$ cat src/rtl/fetch_prefetch_unit.sv
// Instruction fetch front end: issues word-aligned fetches and holds returned
// instructions in a small in-order prefetch FIFO, flushing on redirect.
module fetch_prefetch_unit #(
  parameter int              XLEN     = 32,
  parameter int              DEPTH    = 4,
  parameter logic [XLEN-1:0] RESET_PC = '0
) (
  input  logic            clk,
  input  logic            reset,
  input  logic            redirect_valid,
  input  logic [XLEN-1:0] redirect_target,
  output logic            imem_req_valid,
  input  logic            imem_req_ready,
  output logic [XLEN-1:0] imem_req_addr,
  input  logic            imem_rsp_valid,
  input  logic [31:0]     imem_rsp_data,
  output logic            inst_valid,
  input  logic            inst_ready,
  output logic [31:0]     inst_data,
  output logic [XLEN-1:0] inst_pc,
  output logic [XLEN-1:0] inst_pc_plus4
);

  localparam int              PTR_W      = $clog2(DEPTH);
  localparam int              CNT_W      = PTR_W + 1;
  localparam logic [PTR_W-1:0] PTR_ONE    = PTR_W'(1);
  localparam logic [CNT_W-1:0] CNT_ONE    = CNT_W'(1);
  localparam logic [CNT_W-1:0] CNT_FULL   = CNT_W'(DEPTH);
  localparam logic [XLEN-1:0]  PC_STEP    = XLEN'(4);
  localparam logic [XLEN-1:0]  ALIGN_MASK = ~(XLEN'(3));

  logic [XLEN-1:0]  fetch_pc;
  logic [XLEN-1:0]  pc_mem   [DEPTH];
  logic [31:0]      data_mem [DEPTH];
  logic [DEPTH-1:0] filled;
  logic [PTR_W-1:0] head_ptr, tail_ptr, fill_ptr;
  logic [CNT_W-1:0] alloc_count, unfilled_count, inflight, drop_cnt;
  logic [CNT_W-1:0] inflight_dec;

  logic head_ready, req_fire, pop, rsp_ret, rsp_drop, rsp_fill;

  always_comb begin
    head_ready     = (alloc_count != '0) && filled[head_ptr];
    imem_req_valid = !reset && !redirect_valid &&
                     (alloc_count < CNT_FULL) && (inflight < CNT_FULL);
    req_fire       = imem_req_valid && imem_req_ready;
    inst_valid     = head_ready && !redirect_valid;
    pop            = inst_valid && inst_ready;
    rsp_ret        = imem_rsp_valid && (inflight != '0);
    rsp_drop       = imem_rsp_valid && !redirect_valid && (drop_cnt != '0);
    rsp_fill       = imem_rsp_valid && !redirect_valid && (drop_cnt == '0) &&
                     (unfilled_count != '0);
    inflight_dec   = inflight - (rsp_ret ? CNT_ONE : '0);
  end

  assign imem_req_addr = fetch_pc;
  assign inst_data     = head_ready ? data_mem[head_ptr] : '0;
  assign inst_pc       = head_ready ? pc_mem[head_ptr] : '0;
  assign inst_pc_plus4 = head_ready ? pc_mem[head_ptr] + PC_STEP : '0;

  // After a redirect every outstanding response belongs to the old stream,
  // so the drop count is simply what remains in flight.
  always_ff @(posedge clk or posedge reset) begin
    if (reset) begin
      fetch_pc       <= RESET_PC;
      head_ptr       <= '0;
      tail_ptr       <= '0;
      fill_ptr       <= '0;
      alloc_count    <= '0;
      unfilled_count <= '0;
      inflight       <= '0;
      drop_cnt       <= '0;
    end else if (redirect_valid) begin
      fetch_pc       <= redirect_target & ALIGN_MASK;
      head_ptr       <= '0;
      tail_ptr       <= '0;
      fill_ptr       <= '0;
      alloc_count    <= '0;
      unfilled_count <= '0;
      inflight       <= inflight_dec;
      drop_cnt       <= inflight_dec;
    end else begin
      if (req_fire) begin
        fetch_pc <= fetch_pc + PC_STEP;
        tail_ptr <= tail_ptr + PTR_ONE;
      end
      if (pop)      head_ptr <= head_ptr + PTR_ONE;
      if (rsp_fill) fill_ptr <= fill_ptr + PTR_ONE;
      if (rsp_drop) drop_cnt <= drop_cnt - CNT_ONE;
      alloc_count    <= alloc_count + (req_fire ? CNT_ONE : '0) - (pop ? CNT_ONE : '0);
      unfilled_count <= unfilled_count + (req_fire ? CNT_ONE : '0) -
                        (rsp_fill ? CNT_ONE : '0);
      inflight       <= inflight_dec + (req_fire ? CNT_ONE : '0);
    end
  end

  always_ff @(posedge clk or posedge reset) begin
    if (reset) begin
      filled <= '0;
      for (int i = 0; i < DEPTH; i++) begin
        pc_mem[i]   <= '0;
        data_mem[i] <= '0;
      end
    end else if (redirect_valid) begin
      filled <= '0;
    end else begin
      if (req_fire) begin
        pc_mem[tail_ptr] <= fetch_pc;
        filled[tail_ptr] <= 1'b0;
      end
      if (rsp_fill) begin
        data_mem[fill_ptr] <= imem_rsp_data;
        filled[fill_ptr]   <= 1'b1;
      end
    end
  end

endmodule
$ cat config.mk
export PLATFORM = sky130hd
export DESIGN_NAME = fetch_prefetch_unit
export DESIGN_NICKNAME = d
export VERILOG_FILES = /design/src/rtl/fetch_prefetch_unit.sv
export SDC_FILE = /design/constraint.sdc
export NUM_CORES = 1
export LEC_CHECK = 0
export CAP_MARGIN = 40
export CORE_MARGIN = 4
export CORE_UTILIZATION = 45
export CTS_CLUSTER_DIAMETER = 40
export DETAILED_ROUTE_END_ITERATION = 8
export PLACE_DENSITY_LB_ADDON = 0.3
export SLEW_MARGIN = 20
export SYNTH_ARGS = -nofsm -noshare
export SYNTH_HDL_FRONTEND = slang
export SYNTH_SLANG_ARGS = --single-unit
$ cat constraint.sdc
create_clock -name clk -period 11.75 [get_ports clk]
set_input_delay 1.175 -clock clk [delete_from_list [all_inputs] [get_ports clk]]
set_output_delay 1.175 -clock clk [all_outputs]
set_load 0.01 [all_outputs]
## Word level (Yosys, flattened, before mapping)

Index checks and enable logic that the tools add are counted.

| word-level totals | value |
|---|---|
| register bits | 310 |
| input bits | 70 |
| output and inout port bits | 130 |

| operators by class | value |
|---|---|
| add/subtract/negate cells | 12 |
| $lt $le $gt $ge | 12 |
| mux-type cells | 42 |
| bitwise gates (word level) | 7 |
| reductions and logical operators | 29 |

Operators by type and width:

| operator | count |
|---|---|
| 32-bit 2-to-1 mux | 11 |
| 128-bit bitwise mux | 2 |
| 32-bit binary-select mux with 2-bit select | 2 |
| 32-bit demux with 2-bit select | 2 |
| 32-bit by 3-bit adder with 32-bit output (second input constant) | 2 |
| 1-bit logical AND | 16 |
| 4-bit 2-to-1 mux | 4 |
| 3-bit 2-to-1 mux | 5 |
| 2-bit 2-to-1 mux | 6 |
| 3-bit nonzero test | 4 |
| 3-bit >= comparator (second input constant) | 3 |
| 2-bit by 3-bit less-than comparator with 1-bit output (second input constant) | 3 |
| 2-bit NOT with 3-bit output | 3 |
| 3-bit by 1-bit subtractor with 3-bit output | 3 |
| 2-bit nonzero test | 4 |
| 1-bit 2-to-1 mux | 7 |
| 2-bit by 1-bit adder with 2-bit output (second input constant) | 3 |
| 3-bit adder | 2 |
| 3-bit by 1-bit less-than comparator with 1-bit output (second input constant) | 2 |
| 3-bit less-than comparator (second input constant) | 2 |
| 4-bit AND | 1 |
| 1-bit demux with 2-bit select | 2 |
| 2-bit by 1-bit >= comparator with 1-bit output (second input constant) | 2 |
| 4-bit NOT | 1 |
| 8 further kinds | 10 |

## Longest topological paths before layout

Gate-level depths: netlist (run 1).

| depth | value |
|---|---|
| depth in word-level cells | 11 |
| depth in mapped cells | 15 |
| gate-level depth less buffers | 12 |

## Worst setup path before layout (run 1)

Ideal clock, no wire load.

| path | value |
|---|---|
| path kind | in2reg |
| start | input port redirect_valid |
| end | register unfilled_count[2] |
| setup time | 0.132 ns |
| arrival | 3.748 ns |
| required time | 11.618 ns |
| slack | 7.870 ns |
| stages | 13 |
| path buffers | 2 |
| path through | nor4_1 > and2_1 > clkbuf_1 > clkinv_1 > clkbuf_1 > ha_1 > inv_1 > ha_1 > inv_1 > fa_1 > xor2_1 > xnor2_1 > nor2_1 |

| on the way | value |
|---|---|
| longest elaborated chain between the ends | 9 |
| elaborated cells on any way between the ends | 13 |
| classes of those cells | add/sub (2); mux (3); reduce/logical (8) |

Ends and longest elaborated chain:

| what | RTL line | source |
|---|---|---|
| from (decl) | 10 | `input logic redirect_valid,` |
| 1-bit logical NOT | 44, 51 |  |
| 1-bit logical AND (2 in a row) | 44 | `imem_req_valid = !reset && !redirect_valid &&` |
| 1-bit logical AND | 45 | `(alloc_count < CNT_FULL) && (inflight < CNT_FULL);` |
| 1-bit logical AND | 46 | `req_fire = imem_req_valid && imem_req_ready;` |
| 1-bit 2-to-1 mux | 91 | `unfilled_count <= unfilled_count + (req_fire ? CNT_ONE : '0) -` |
| 3-bit adder | 91 |  |
| 3-bit by 1-bit subtractor with 3-bit output | 91 |  |
| 3-bit 2-to-1 mux (*) | 73 | `end else if (redirect_valid) begin` |
| to (signal assigned) | 91 |  |
| to (decl) | 37 | `logic [CNT_W-1:0] alloc_count, unfilled_count, inflight, drop_cnt;` |

Every way passes the cells marked *; elsewhere a longest branch is shown, timed or not.
A chain may end at the register's enable or synchronous reset.

## Final worst setup path (run 1)

| path | value |
|---|---|
| start | register head_ptr[1] |
| end | output port inst_pc_plus4[31] |

| on the way | value |
|---|---|
| longest elaborated chain between the ends | 6 |
| elaborated cells on any way between the ends | 9 |
| classes of those cells | add/sub (1); mux (6); bitwise (1); reduce/logical (1) |

Ends and longest elaborated chain:

| what | RTL line | source |
|---|---|---|
| from (decl) | 36 | `logic [PTR_W-1:0] head_ptr, tail_ptr, fill_ptr;` |
| from (signal assigned) | 87 | `if (pop) head_ptr <= head_ptr + PTR_ONE;` |
| 2-bit NOT with 3-bit output (not written as such) | 59 | `assign inst_pc_plus4 = head_ready ? pc_mem[head_ptr] + PC_STEP : '0;` |
| 32-bit binary-select mux with 2-bit select | 59 |  |
| 32-bit 2-to-1 mux (not written as such) (2 in a row) | 59 |  |
| 32-bit by 3-bit adder with 32-bit output | 59 |  |
| 32-bit 2-to-1 mux (*) | 59 |  |
| to (decl) | 21 | `output logic [XLEN-1:0] inst_pc_plus4` |

Every way passes the cells marked *; elsewhere a longest branch is shown, timed or not. The select of a mux whose other input is x is not followed.

==> results of run 1 <==
tightest hold or removal path, stage by stage, from the launching register on:
cell	delay, ns
dfrtp_1	0.34
nand2_1	0.05
o21ai_0	0.06
how the worst min path moves through the flow:
stage,from,end,depth (start not counted)
detailed placement,pc_mem[58]$_DFFE_PP0P_,pc_mem[58]$_DFFE_PP0P_,2
CTS,pc_mem[58]$_DFFE_PP0P_,pc_mem[58]$_DFFE_PP0P_,2
global placement,pc_mem[122]$_DFFE_PP0P_,pc_mem[122]$_DFFE_PP0P_,2
floorplan,pc_mem[42]$_DFFE_PP0P_,pc_mem[42]$_DFFE_PP0P_,2
finish,pc_mem[58]$_DFFE_PP0P_,pc_mem[58]$_DFFE_PP0P_,2
global route,pc_mem[101]$_DFFE_PP0P_,pc_mem[101]$_DFFE_PP0P_,1
power by group through the flow:
stage / clock network (µW) / logic (µW) / registers (µW)
2_1_floorplan: 0 / 440 / 1310
3_3_place_gp: 0 / 572 / 1330
3_5_place_dp: 0 / 595 / 1350
4_1_cts: 1360 / 599 / 1330
5_1_grt: 1410 / 656 / 1350
6_report: 1330 / 594 / 1330
sequential cells by signal, indices dropped and copies added, names as in the netlist:
name and flops:
drop_cnt 3, tail_ptr 2, unfilled_count 3, inflight 3, pc_mem 120, filled 4
alloc_count 3, fill_ptr 2, data_mem 128, imem_req_addr 30, head_ptr 2
area by class of cell:
cell class,instances,area share [%]
timing repair buffer,217,11.56
antenna,1,0.01331
inverter,25,0.5392
clock inverter,29,1.791
clock buffer,51,6.271
tap,442,2.942
sequential,300,39.97
multi-input combinational,757,36.92
cell usage after synthesis (8+ instances only):
library cell / number
a21oi_1: 25
ha_1: 20
nand3_1: 21
nand2_1: 77
o311ai_0: 10
or3_1: 11
buf_4: 8
nor2_1: 44
mux4_2: 55
clkbuf_1: 48
xnor2_1: 15
buf_2: 11
inv_1: 24
and2_1: 62
nor3_1: 9
buf_1: 17
mux2_2: 242
dfrtp_1: 300
nor4_1: 11
o21ai_0: 49
through the flow:
step	utilization [%]	hold slack, ns	setup WS, ns	std cells	power (µW)
after floorplan	-	0.4446	2.286	1169	1745
after global placement	52.64	0.4579	6.294	1736	1905
after detailed placement	52.95	0.4688	6.851	1740	1941
after CTS	57.60	0.4804	6.257	1820	3291
after global routing	57.61	0.5057	6.071	1821	3417
final	57.62	0.4793	6.322	1822	3257
metal layers:
metal  GRT usage (%)  up-vias  share of wire (%)
li1                -     4606                  -
met1           25.93     5243                 43
met2           33.86      296                 49
met3           4.899       57                6.7
met4           5.287        6                2.0
met5               0        -              0.097
cells by family (layout without fill, tap and decap cells):
| group | after synthesis | count (layout) | synth area share (%) |
|---|---|---|---|
| AOI/OAI and AO/OA | 120 | 120 | 5.051 |
| xor gates and xnor gates | 21 | 21 | 1.235 |
| adders and majority gates | 22 | 22 | 1.950 |
| buffers and inverters | 112 | 322 | 3.286 |
| DFF | 300 | 300 | 50.42 |
| muxes | 309 | 309 | 28.19 |
| other | 1 | 7 | 0.02519 |
| and+or+nand+nor | 279 | 279 | 9.840 |
==> key figures, run 1 <==
Run status
  – Outcome: finished, final reports clean

Timing
  – Unrepaired setup endpoints after global routing: no
  – Slew Limit Fails: 0
  – Setup Skew: approximately 0.011 ns
  – Period utilization: between 40% and 50%
  – Final hold violations: 0
  – Max transition margin: 46.93%
  – Worst-Margin Slew: a little under 0.8 ns
  – Final setup violation count: 0
  – Achievable Freq: approximately 180 MHz
  – Setup_tns: 0 ns
  – Period minus WS final: about 5.4 ns

Critical path
  – R2R depth: 13
  – Crit Reg-Reg Endpoint: alloc_count[2]$_DFF_PP0_
  – Setup crit end: inst_pc_plus4[31]
  – CP delay by family, top: simple AND/OR/NAND/NOR gates
  – Largest stage delay on the critical path: ~0.74 ns
  – Critical Path Source: head_ptr[1]$_DFFE_PP0P_
  – Crit path cell chain: buf_4, mux4_1, nand3_1, or4_4, or4_1, a21oi_1, clkdlybuf4s50_1
  – Worst Path Max Fanout: 32
  – RR Startpoint: head_ptr[1]$_DFFE_PP0P_
  – Crit Path Class: reg -> out
  – CP max-delay cell: or4_4
  – CP bufs+invs: 2
  – Crit path required time: between 10 and 15 ns
  – Worst setup EP type: output port
  – Reg2Reg Setup Slack: a little under 8 ns
  – Critical path launch point type: flip-flop
  – Crit path depth: 7
  – CP arrival: 4.25 ns

Floorplan
  – Core ar.: between 30000 and 40000 µm²
  – Die width: between 150 and 200 µm
  – DIE HEIGHT: ~190 µm
  – Row cnt: 66
  – Initial Utilization: a little under half
  – Top-Level Pins: 200
  – Die Area: between 30000 and 40000 µm²

GRT
  – Largest net degree at the start of global routing: ~110
  – Antenna violations before repair: 4
  – Vias in the first global route: 10730
  – Total gr overflow: 0
  – First-pass GRT wire length: between 50000 and 60000 µm
  – GRT Total Usage: between 10% and 20%

Power
  – Pwr Density: about 170 nW/µm²
  – Worst-case vdd ir drop: between 0.00015 and 0.0002 V
  – Switching Power: 878.7 µW
  – Internal power: around 2400 µW
  – Leak pwr: 0.008401 µW
  – Sequential power share: 40.9%
  – Clock share of power: around 41%
  – Sw Ratio: 26.98%
  – Combinational power share: 18.2%

Synth
  – Top post-synthesis cells by area: dfrtp_1 50%, mux2_2 18%, mux4_2 8.3%, and2_1 2.6%, nand2_1 1.9%
  – Dominant synthesized flop cell: dfrtp_1
  – EDFF count, synth: 0
  – Netlist cell types: 57
  – Yosys warning count: 0
  – Cells after synthesis: ~1200
  – Area leader, netlist: dfrtp_1
  – Mapped cell area: 14890 µm²
  – Seq cells post-synth: 300
  – Area share of the largest cell type after synthesis: between 50% and 60%
  – Avg Cell Area, Syn: 12.79 µm²
  – Register area share after synthesis: ~50%
  – Ys async rst share: 100.0%

Clocking
  – CTS H-tree lvls: 2
  – CTS Buffer Depth: 3
  – Post-CTS Setup Repair Bufs: 0
  – PostCTS Resize Cnt: 0
  – Root Driver: clkbuf_16
  – Clock Latency Late Sink: roughly 0.53 ns
  – Hold_buf cts: 0
  – Clock sinks: 300
  – TritonCTS clock tree: built
  – CTS buffer count: 44
  – Clock-pin transition on the worst setup and hold timing paths: 0.05 ns

Layout
  – Area growth syn-to-layout: 26.24%
  – Commonest non-fill, non-tap cell in the layout: dfrtp_1
  – Highest-count cells in the layout ignoring fill and taps: 298 x dfrtp_1, 242 x mux2_2, 190 x clkdlybuf4s50_1
  – Register area: about 7500 µm²
  – Final Instance Area: about 19000 µm²
  – Footprint of the multi-input gates: ~6900 µm²
  – Final net count: ~1400
  – Fillers: 2600
  – Layout cells sized above 1: 30.02%

Placed design
  – Detailed placement HPWL: roughly 23000 µm
  – I/O Buffers: 191
  – GPL Wtd Cong: around 0.82
  – Placed instance area: 17270 µm²

Drt
  – Initial DRC count: approximately 640
  – Via count: between 10000 and 15000
  – Detailed Routing Iterations Pass 1: 5
  – Drt drc: 0
  – Via density: between 5 and 6
  – Drt total wl: approximately 36000 µm
  – Final ANT Viol Nets: 0
  – Routed len/inst: between 15 and 20 µm

Job
  – Max-cap viol count: 0

Worst hold path
  – Hold Path Class: reg -> reg
(Power assumes the default switching activity.)
==> run 2: changes to the inputs <==
- clock period: 11.75 -> 5.1 ns (I/O delays scaled with it)
==> run 2 against run 1 <==
Register-to-register slack worse by 6.4 ns. Count of clock-buffer cells in the layout decreased by 2. Die area did not move. Largest cell class unchanged. Largest power group is now clock.
==> key figures, run 2 (same netlist as run 1, synthesis figures left out) <==
Clocking
  – Clock Latency Late Sink: 0.55 ns
  – Clock-pin transition on the worst setup and hold timing paths: around 0.05 ns
  – PostCTS Resize Cnt: 0
  – Root Driver: clkbuf_16
  – TritonCTS clock tree: built
  – CTS Buffer Depth: 3
  – Clock sinks: 300
  – CTS H-tree lvls: 2
  – CTS buffer count: between 40 and 50
  – Post-CTS Setup Repair Bufs: 0
  – Hold_buf cts: 0

Layout
  – Commonest non-fill, non-tap cell in the layout: dfrtp_1
  – Highest-count cells in the layout ignoring fill and taps: 298 x dfrtp_1, 242 x mux2_2, 190 x clkdlybuf4s50_1
  – Most flops, register: data_mem
  – Final net count: ~1400
  – Final core utilization: around three fifths
  – Area growth syn-to-layout: 27.32%
  – Fillers: roughly 2600
  – Layout cells sized above 1: between 30% and 40%
  – Max reg flops: 128

Timing
  – Final setup violation count: 0
  – Hold slack: 0.4817 ns
  – Period utilization: 90.63%
  – Worst-Margin Slew: around 0.9 ns
  – Max transition margin: 39.78%
  – Period minus WS final: 4.622 ns
  – Slew Limit Fails: 0
  – Final worst slack: 0.4779 ns
  – Setup Skew: around 0.036 ns
  – Setup_tns: 0 ns
  – Final hold violations: 0
  – Unrepaired setup endpoints after global routing: no
  – Achievable Freq: 216.4 MHz

Drt
  – Final ANT Viol Nets: 0
  – Initial DRC count: slightly above 800
  – Detailed Routing Iterations Pass 1: 6
  – WL met2: about 18000 µm
  – Routed len/inst: 19.98 µm
  – Via count: between 10000 and 15000
  – Wire length on met1: 16010 µm
  – Highest Signal Layer: met5
  – Drt drc: 0
  – Via density: 5.613
  – Met3 WL post-DR: 2424 µm
  – Drt total wl: 36490 µm

Critical path
  – CP arrival: between 4 and 5 ns
  – Reg2Reg Setup Slack: around 1.4 ns
  – CP max-delay cell: dfrtp_2
  – Crit path required time: ~4.6 ns
  – Crit Path Class: reg -> out
  – Worst setup EP type: output port
  – Critical path launch point type: flip-flop
  – CP delay by family, top: simple AND/OR/NAND/NOR gates
  – Crit path cell chain: mux4_1, nand3_1, or4_4, or4_1, a21oi_1, clkdlybuf4s50_1
  – Largest stage delay on the critical path: between 0.8 and 0.9 ns
  – Worst Path Max Fanout: 27
  – CP bufs+invs: 1

Placed design
  – Setup WS pre-CTS: between 1 and 1.5 ns
  – I/O Buffers: approximately 190
  – Detailed placement HPWL: 23410 µm
  – GPL Wtd Cong: just over 0.8

Floorplan
  – Top-Level Pins: 200
  – Core ar.: roughly 33000 µm²
  – Initial Utilization: between 40% and 50%
  – DIE HEIGHT: between 150 and 200 µm
  – Row cnt: 66
  – Die Area: 36060 µm²
  – Die width: roughly 190 µm

GRT
  – Largest net degree at the start of global routing: between 150 and 200
  – First-pass GRT wire length: about 60000 µm
  – Total gr overflow: 0
  – Antenna violations before repair: 3
  – GRT Total Usage: between 20% and 30%
  – Vias in the first global route: around 11000

Job
  – Max-cap viol count: 0

Power
  – Total Power: just under 8000 µW
  – Leak pwr: about 0.0085 µW
  – Pwr Density: slightly above 400 nW/µm²
  – Worst-case vdd ir drop: 0.0002888 V

Run status
  – Outcome: finished, final reports clean

Worst hold path
  – Hold Path Class: reg -> reg
## run 2: where the power goes
group          switching (µW)  internal (µW)
combinational             621            744
clock                    1200           2200
sequential                274           2800
## run 2: routing by layer
layer / global-route usage (%) / up-vias
li1: - / 4611
met1: 27.37 / 5292
met2: 33.36 / 296
met3: 4.661 / 44
met4: 3.979 / 6
met5: 0 / -
## run 2: worst paths after layout
check	start	endpoint	depth (start not counted)
setup / recovery	head_ptr[1]$_DFFE_PP0P_	inst_pc_plus4[31]	6
hold / removal	pc_mem[42]$_DFFE_PP0P_	pc_mem[42]$_DFFE_PP0P_	2
setup reg to reg	head_ptr[1]$_DFFE_PP0P_	alloc_count[2]$_DFF_PP0_	13
hold reg to reg	pc_mem[42]$_DFFE_PP0P_	pc_mem[42]$_DFFE_PP0P_	2
max in group asynchronous	reset	head_ptr[0]$_DFFE_PP0P_	3
min in group asynchronous	reset	data_mem[29]$_DFFE_PP0P_	3
## run 2: layout make-up
| class | instances | area (µm²) | area share, % |
|---|---|---|---|
| Sequential cell | 300 | 7512 | 39.63 |
| Multi-Input combinational cell | 757 | 6942 | 36.62 |
| Timing Repair Buffer | 219 | 2165 | 11.42 |
| Clock buffer | 49 | 1130 | 5.960 |
| Clock inverter | 33 | 555.5 | 2.931 |
| Tap cell | 442 | 553.0 | 2.917 |
| Inverter | 25 | 97.59 | 0.5148 |
| Antenna cell | 1 | 2.502 | 0.01320 |
## run 2: tightest hold or removal path, cell delays in order, from the launching register on
cell and delay, ns:
dfrtp_1 0.34, nand2_1 0.05, o21ai_0 0.06
## run 2: through the flow
step	cells	cell area, µm²
final	1826	18960
after global routing	1825	18950
after CTS	1824	18940
after detailed placement	1742	17250
after global placement	1740	17220
after floorplan	1169	14910
